**src/rtl/plru_ctrl_if.sv**
```systemverilog
// Request/response bus between a cache requester and the pseudo-LRU controller.
interface plru_ctrl_if #(
  parameter int S_INDEX = 4
);
  logic               req_valid;
  logic               req_ready;
  logic [S_INDEX-1:0] req_set;
  logic               req_hit;
  logic [1:0]         req_way;
  logic               rsp_valid;
  logic [1:0]         rsp_way;

  modport master (
    output req_valid, req_set, req_hit, req_way,
    input  req_ready, rsp_valid, rsp_way
  );

  modport slave (
    input  req_valid, req_set, req_hit, req_way,
    output req_ready, rsp_valid, rsp_way
  );
endinterface

```
**src/rtl/plru_ctrl.sv**
```systemverilog
// Pseudo-LRU replacement controller for a 4-way cache. Reads a set's 3-bit
// tree on port 0, writes the updated tree back on port 1 one cycle later,
// and sweeps all trees to zero on flush.
module plru_ctrl #(
  parameter int S_INDEX = 4
) (
  input  logic               clk,
  input  logic               rst,
  plru_ctrl_if.slave         bus,
  input  logic               flush,
  output logic               busy,
  output logic               lru_csb0,
  output logic               lru_web0,
  output logic [S_INDEX-1:0] lru_addr0,
  input  logic [2:0]         lru_dout0,
  output logic               lru_csb1,
  output logic               lru_web1,
  output logic [S_INDEX-1:0] lru_addr1,
  output logic [2:0]         lru_din1,
  input  logic [2:0]         lru_dout1
);

  typedef enum logic {RUN = 1'b0, SWEEP = 1'b1} state_t;

  state_t             state_q, state_d;
  logic [S_INDEX-1:0] sweep_idx;
  logic               accept;
  logic               vld_p1;
  logic [S_INDEX-1:0] set_p1;
  logic               hit_p1;
  logic [1:0]         way_p1;
  logic [1:0]         touch_way_p1;
  logic [2:0]         tree_new_p1;
  logic               unused_dout1;

  // Victim: b0 picks the half, b1/b2 pick the way inside that half.
  function automatic logic [1:0] victim_way(input logic [2:0] tree);
    victim_way = tree[0] ? {1'b1, tree[2]} : {1'b0, tree[1]};
  endfunction

  // Point every tree bit on the path to way w away from w; keep the other leaf bit.
  function automatic logic [2:0] tree_update(input logic [2:0] tree, input logic [1:0] w);
    logic [2:0] t;
    t    = tree;
    t[0] = ~w[1];
    if (w[1]) t[2] = ~w[0];
    else      t[1] = ~w[0];
    tree_update = t;
  endfunction

  assign unused_dout1  = ^lru_dout1;
  assign bus.req_ready = (state_q == RUN) && !flush;
  assign accept        = bus.req_valid && bus.req_ready;

  // ---- S0: accept cycle, read the set's tree on port 0 ----
  assign lru_csb0  = !accept;
  assign lru_web0  = 1'b1;
  assign lru_addr0 = bus.req_set;

  // S1 valid is control and is cleared by reset; an in-flight op is dropped.
  always_ff @(posedge clk or posedge rst) begin
    if (rst) vld_p1 <= 1'b0;
    else     vld_p1 <= accept;
  end

  // S1 request fields are data only and need no reset.
  always_ff @(posedge clk) begin
    if (accept) begin
      set_p1 <= bus.req_set;
      hit_p1 <= bus.req_hit;
      way_p1 <= bus.req_way;
    end
  end

  // ---- S1: tree arrives on lru_dout0, compute victim and new tree ----
  assign touch_way_p1  = hit_p1 ? way_p1 : victim_way(lru_dout0);
  assign tree_new_p1   = tree_update(lru_dout0, touch_way_p1);
  assign bus.rsp_valid = vld_p1;
  assign bus.rsp_way   = touch_way_p1;

  // FSM state register.
  always_ff @(posedge clk or posedge rst) begin
    if (rst) state_q <= RUN;
    else     state_q <= state_d;
  end

  // FSM next state: flush starts a sweep that ends after the last set.
  always_comb begin
    state_d = state_q;
    case (state_q)
      RUN:     if (flush) state_d = SWEEP;
      SWEEP:   if (&sweep_idx) state_d = RUN;
      default: state_d = RUN;
    endcase
  end

  // Sweep counter advances every SWEEP cycle and wraps back to 0 on exit.
  always_ff @(posedge clk or posedge rst) begin
    if (rst)                   sweep_idx <= '0;
    else if (state_q == SWEEP) sweep_idx <= sweep_idx + S_INDEX'(1);
  end

  // FSM outputs: port 1 carries the sweep clear or the S1 write-back.
  always_comb begin
    busy      = 1'b0;
    lru_csb1  = 1'b1;
    lru_web1  = 1'b1;
    lru_addr1 = set_p1;
    lru_din1  = tree_new_p1;
    if (state_q == SWEEP) begin
      busy      = 1'b1;
      lru_csb1  = 1'b0;
      lru_web1  = 1'b0;
      lru_addr1 = sweep_idx;
      lru_din1  = 3'b000;
    end else if (vld_p1) begin
      lru_csb1  = 1'b0;
      lru_web1  = 1'b0;
    end
  end

endmodule
```
**src/flat_wrapper.sv**
```systemverilog
// flat-port wrapper written by rule: the top's interface ports become plain ports
module plru_ctrl_flat 
#(
  parameter int S_INDEX = 4
)
  (clk, rst, flush, busy, lru_csb0, lru_web0, lru_addr0, lru_dout0, lru_csb1, lru_web1, lru_addr1, lru_din1, lru_dout1, bus_req_valid, bus_req_set, bus_req_hit, bus_req_way, bus_req_ready, bus_rsp_valid, bus_rsp_way);
  plru_ctrl_if #(.S_INDEX(S_INDEX)) bus_i ();
  input  logic clk;
  input  logic rst;
  input  logic flush;
  output logic busy;
  output logic lru_csb0;
  output logic lru_web0;
  output logic [S_INDEX-1:0] lru_addr0;
  input  logic [2:0] lru_dout0;
  output logic lru_csb1;
  output logic lru_web1;
  output logic [S_INDEX-1:0] lru_addr1;
  output logic [2:0] lru_din1;
  input  logic [2:0] lru_dout1;
  input wire logic [$bits(bus_i.req_valid)-1:0] bus_req_valid;
  input wire logic [$bits(bus_i.req_set)-1:0] bus_req_set;
  input wire logic [$bits(bus_i.req_hit)-1:0] bus_req_hit;
  input wire logic [$bits(bus_i.req_way)-1:0] bus_req_way;
  output wire logic [$bits(bus_i.req_ready)-1:0] bus_req_ready;
  output wire logic [$bits(bus_i.rsp_valid)-1:0] bus_rsp_valid;
  output wire logic [$bits(bus_i.rsp_way)-1:0] bus_rsp_way;
  assign bus_i.req_valid = bus_req_valid;
  assign bus_i.req_set = bus_req_set;
  assign bus_i.req_hit = bus_req_hit;
  assign bus_i.req_way = bus_req_way;
  assign bus_req_ready = bus_i.req_ready;
  assign bus_rsp_valid = bus_i.rsp_valid;
  assign bus_rsp_way = bus_i.rsp_way;
  plru_ctrl #(.S_INDEX(S_INDEX)) u_core (.clk(clk), .rst(rst), .bus(bus_i), .flush(flush), .busy(busy), .lru_csb0(lru_csb0), .lru_web0(lru_web0), .lru_addr0(lru_addr0), .lru_dout0(lru_dout0), .lru_csb1(lru_csb1), .lru_web1(lru_web1), .lru_addr1(lru_addr1), .lru_din1(lru_din1), .lru_dout1(lru_dout1));
endmodule
```
**config.mk**
```make
export PLATFORM = sky130hd
export DESIGN_NAME = plru_ctrl_flat
export DESIGN_NICKNAME = d
export VERILOG_FILES = /design/src/rtl/plru_ctrl_if.sv /design/src/rtl/plru_ctrl.sv /design/src/flat_wrapper.sv
export SDC_FILE = /design/constraint.sdc
export NUM_CORES = 1
export LEC_CHECK = 0
export ABC_CLOCK_PERIOD_IN_PS = 1650
export CAP_MARGIN = 15
export CELL_PAD_IN_SITES_DETAIL_PLACEMENT = 0
export CELL_PAD_IN_SITES_GLOBAL_PLACEMENT = 1
export CORE_MARGIN = 2
export CORE_UTILIZATION = 28
export DETAILED_ROUTE_END_ITERATION = 8
export PLACE_DENSITY_LB_ADDON = 0.1
export SLEW_MARGIN = 10
export SYNTH_ARGS = -nofsm -noshare
export SYNTH_HDL_FRONTEND = slang
export SYNTH_SLANG_ARGS = --single-unit
```
**constraint.sdc**
```tcl
create_clock -name clk -period 1.65 [get_ports clk]
set_input_delay 0.33 -clock clk [delete_from_list [all_inputs] [get_ports clk]]
set_output_delay 0.33 -clock clk [all_outputs]
set_load 0.01 [all_outputs]
```
## Word-level counts from Yosys, hierarchy flattened

Index checks and enable logic that the tools add are counted.

- Register bits: 13
- Bits in writable memories: 0
- Memories kept: 0
- Word-level logic and storage cells: 27
- Output and inout bits: 20
- Latch bits: 0
- Input bits: 17
- Memory bits (read-only): 0

- $lt $le $gt $ge: 0
- Multiply operators: 0
- Add/sub/neg operators: 1
- Shift operators: 0
- Bitwise logic cells: 3
- Equality and inequality tests: 0
- Muxes and demuxes: 12
- Reduce and logical (&&, ||, !) cells: 5
- Divide/modulo/power cells: 0

Operators with widths:

| kind | count |
|---|---|
| 1-bit two-way mux | 7 |
| 4-bit by 1-bit adder with 4-bit output, second input constant | 1 |
| 2-bit two-way mux | 2 |
| 4-bit two-way mux | 1 |
| 4-bit AND reduction | 1 |
| 3-bit two-way mux | 1 |
| 1-bit NOT | 3 |
| 1-bit logical AND | 2 |
| 1-bit logical NOT | 2 |
| 1-bit case mux with 2 select lines | 1 |

## Longest topological paths before layout

- Depth after elaboration: 5
- Mapped depth: 4
- Depth with buffers taken out: 3

## Least setup slack after synthesis

Ideal clock, no wire load.

- Path kind: reg2out
- From: reg u_core.state_q
- To: out lru_din1[2]
- Cell stages (with the launch flop): 4
- Path buffers: 1
- Data required time: 1.320 ns
- Data arrival time: 1.189 ns
- Path slack: 0.131 ns
- Path through: dfrtp_1 > buf_6 > or4b_1 > o311ai_1

- Longest elaborated chain between the ends: 1

RTL lines:

| element | line | source |
|---|---|---|
| start: declaration | plru_ctrl.sv:25 | `state_t state_q, state_d;` |
| start signal: assignment | plru_ctrl.sv:84 | `else state_q <= state_d;` |
| 3-bit two-way mux | plru_ctrl.sv:110 | `if (state_q == SWEEP) begin` |
| end: declaration | flat_wrapper.sv:19 | `output logic [2:0] lru_din1;` |

No other way between the ends.

## Worst setup path after layout

Ends and elaborated chain as after synthesis.

==> out/qor.csv <==
stage;metric;value;unit
placed_design;HPWL Detailed;1040;um
synth;top post-synthesis cells by count;edfxtp_1, mux2_2, buf_4, dfrtp_1;
setup_path;Critical Path AT;1.52;ns
sta;Min Hold Slack;0.262;ns
synth;Post-Syn Instances;51;
detailed_routing;Top Layer Used;met3;
sta;Final Setup Violations;4;
cts;TritonCTS clock tree;yes;
status;outcome;complete, but fails checks;
placed_design;GP Congestion;0.650;
grt;first-pass GRT wire length;2170;um
detailed_routing;Post-route DRC;0;
synth;syn avg cell area;13.0;um2
setup_path;crit path launch type;flip-flop;
synth;synthesis-stage register bit count;13;
grt;largest net degree at the start of global routing;12;
finish;Fillers;222;
synth;largest family of logic cells by synthesized area;multiplexers;
placed_design;Area after DPL;1020;um2
detailed_routing;DR vias/cell;4.48;
finish;Area Overhead vs Synth;67.4;%
setup_path;CP Class;reg2out;
synth;mux contribution to synthesized area;0.141;
pwr;PD cells;1430;nW/um2
detailed_routing;number of routed nets with antenna violations;0;
cts;Post-CTS Hold Fix Bufs;0;
synth;simple logic cell fraction of the synthesized area;0.102;
finish;Final Non-Filler Cells;121;
grt;vias in the first global route;537;
synth;synthesized cell area;664;um2
synth;YS warnings;0;
floorplan;I/O pins;37;
sta;Final Hold Vio Count;0;
detailed_routing;WL per Instance;11.6;um
detailed_routing;Vias;542;
synth;Synth Area in Adders;0.0188;
status;failing checks;negative setup slack;
cts;clk sinks;13;
synth;post-synth top area share;0.316;
worst_hold_path;Hold WC Path Type;in2async;
sta;Tmin final;1.85;ns
detailed_routing;DR WL met3;110;um
floorplan;initial core utilization;0.297;
sta;final setup TNS;-0.527;ns
sta;Peak Freq;540;MHz
synth;synth unique cells;23;
finish;Seq. cell area;360;um2
sta;Slew Viols, Final;0;
setup_path;Setup crit end kind;primary output;
cts;Num CTS Buffers;3;
synth;largest area contributor in the netlist;edfxtp_1;
finish;layout cells sized above 1;0.409;
sta;period utilisation layout;1.12;
floorplan;Core ar.;2230;um2
setup_path;Critical Path Fanout Max;4;
synth;Async S/R FF share, synth;0.462;
pwr;LEAKAGE;0.494;nW
grt;GR Util All Layers;0.112;
grt;initial antenna violation count;0;
setup_path;Critical Path RT;1.32;ns
sta;Setup WS post-layout;-0.203;ns
sta;clk_skew;0.00102;ns
synth;Synth Area in Compound Gates;0.0414;
detailed_routing;Routed met1 length;590;um
finish;footprint of the multi-input gates;269;um2
job;max-cap viol count;0;
sta;unrepaired setup endpoints after global routing;yes;
synth;EDFF count, synth;7;
finish;fin nets;112;
floorplan;row cnt;17;
cts;Clock Pin Slew Worst Setup and Hold Paths;0.07;ns
synth;top area cells in the synthesized netlist;edfxtp_1, dfrtp_1, mux2_2, buf_4, xnor2_1;
synth;register area share after synthesis;0.542;
detailed_routing;DRT iter0 DRCs;5;
cts;clock root buffer;clkbuf_4;
finish;ANT cells;0;
cts;clk buf depth;2;
synth;XOR/XNOR share of the synthesized area;0.0395;
grt;grt total ovfl;0;
detailed_routing;routed wl met2;699;um
placed_design;Placed Cells;111;
cts;Clock Latency Late Sink;0.27;ns
synth;top_reg_cell synth;edfxtp_1;
pwr;Worst VDD drop;0.820;mV
synth;Syn Nets;69;
floorplan;DIE AREA;2780;um2
placed_design;port bufs;32;
floorplan;DIE WIDTH;52.7;um
floorplan;DIE HEIGHT;52.7;um
cts;H-tree levels;1;
detailed_routing;first-pass iteration count of the detailed router;4;
finish;design area;1110;um2
detailed_routing;DRT Wirelength;1400;um
## cell families (layout without fill, tap and decap cells)
group / count (synthesis) / after routing
xor gates and xnor gates: 3 / 3
buffers and inverters: 11 / 53
muxes: 8 / 8
AOI/OAI and AO/OA: 3 / 3
DFF: 13 / 13
other: 1 / 1
and+or+nand+nor: 11 / 11
adders and majority gates: 1 / 1
## registers in the layout, indices dropped and copies added (netlist names)
signal	cells
u_core.hit_p1	1
u_core.set_p1	4
u_core.state_q	1
u_core.sweep_idx	4
u_core.bus.rsp_valid	1
u_core.way_p1	2
## critical path, cell delays in order (launching register included)
cell      delay [ns]
dfrtp_1         0.40
buf_6           0.13
or4b_1          0.46
o311ai_1        0.09
buf_2           0.17
## final cells by class
| type | count | share of cell area |
|---|---|---|
| Timing Repair Buffer | 46 | 0.369 |
| Sequential cell | 13 | 0.324 |
| Multi-Input combinational cell | 27 | 0.242 |
| Tap cell | 28 | 0.0315 |
| Clock buffer | 4 | 0.0236 |
| Inverter | 3 | 0.0101 |
## where the power goes
| part | leakage (nW) | internal (mW) | total (mW) | switching (mW) |
|---|---|---|---|---|
| clock | 0.0150 | 0.0935 | 0.189 | 0.0959 |
| combinational | 0.346 | 0.543 | 0.892 | 0.349 |
| sequential | 0.133 | 0.429 | 0.509 | 0.0806 |
| total | 0.494 | 1.07 | 1.59 | 0.525 |
## stage by stage
stage | util | total power, mW | setup WS, ns
after CTS | 0.472 | 1.46 | -0.235
after floorplan | - | 0.917 | 0.131
final | 0.498 | 1.59 | -0.203
after global placement | 0.456 | 1.28 | -0.632
after detailed placement | 0.456 | 1.29 | -0.660
after global routing | 0.498 | 1.70 | -0.314
## layout by cell type (no fill, tap or decap), drive strengths merged
cell type | Yosys | final
or4b | 1 | 1
a41oi | 1 | 1
clkdlybuf4s15 | 0 | 2
dfrtp | 6 | 6
nand2 | 2 | 2
or4bb | 1 | 1
and2 | 1 | 1
inv | 3 | 3
nor4 | 1 | 1
o311ai | 1 | 1
edfxtp | 7 | 7
nor4b | 1 | 1
a311o | 1 | 1
clkbuf | 0 | 4
nand4 | 1 | 1
ha | 1 | 1
nor2 | 3 | 3
dlygate4sd2 | 0 | 8
clkdlybuf4s50 | 0 | 11
xnor2 | 2 | 2
mux2 | 8 | 8
xor2 | 1 | 1
buf | 8 | 25
conb | 1 | 1
## per-layer routing
layer,vias up,track usage
met5,-,0
met4,0,0.0641
met3,0,0.0400
met2,26,0.183
met1,255,0.125
li1,261,-
## repair_timing
item | in CTS | in global routing
pin swaps | 5 | 3
cloned | 0 | 0
gates resized for setup | 61 | 13
endpoints found under the setup margin | 18 | 11
setup buffers | 6 | 0
## path summary, 6_finish.rpt
check	from	end	slack, ns	cells past startpoint
setup / recovery	u_core.state_q$_DFF_PP0_	lru_din1[2]	-0.20	4
hold / removal	rst	u_core.sweep_idx[3]$_DFFE_PP0P_	0.26	2
setup reg to reg	u_core.state_q$_DFF_PP0_	u_core.hit_p1$_DFFE_PP_	0.17	6
hold reg to reg	u_core.sweep_idx[3]$_DFFE_PP0P_	u_core.sweep_idx[3]$_DFFE_PP0P_	0.52	1
max in group asynchronous	rst	u_core.sweep_idx[0]$_DFFE_PP0P_	1.21	2
min in group clk	u_core.sweep_idx[3]$_DFFE_PP0P_	u_core.sweep_idx[3]$_DFFE_PP0P_	0.52	1
Note: power is estimated with default switching activity, not from simulation.
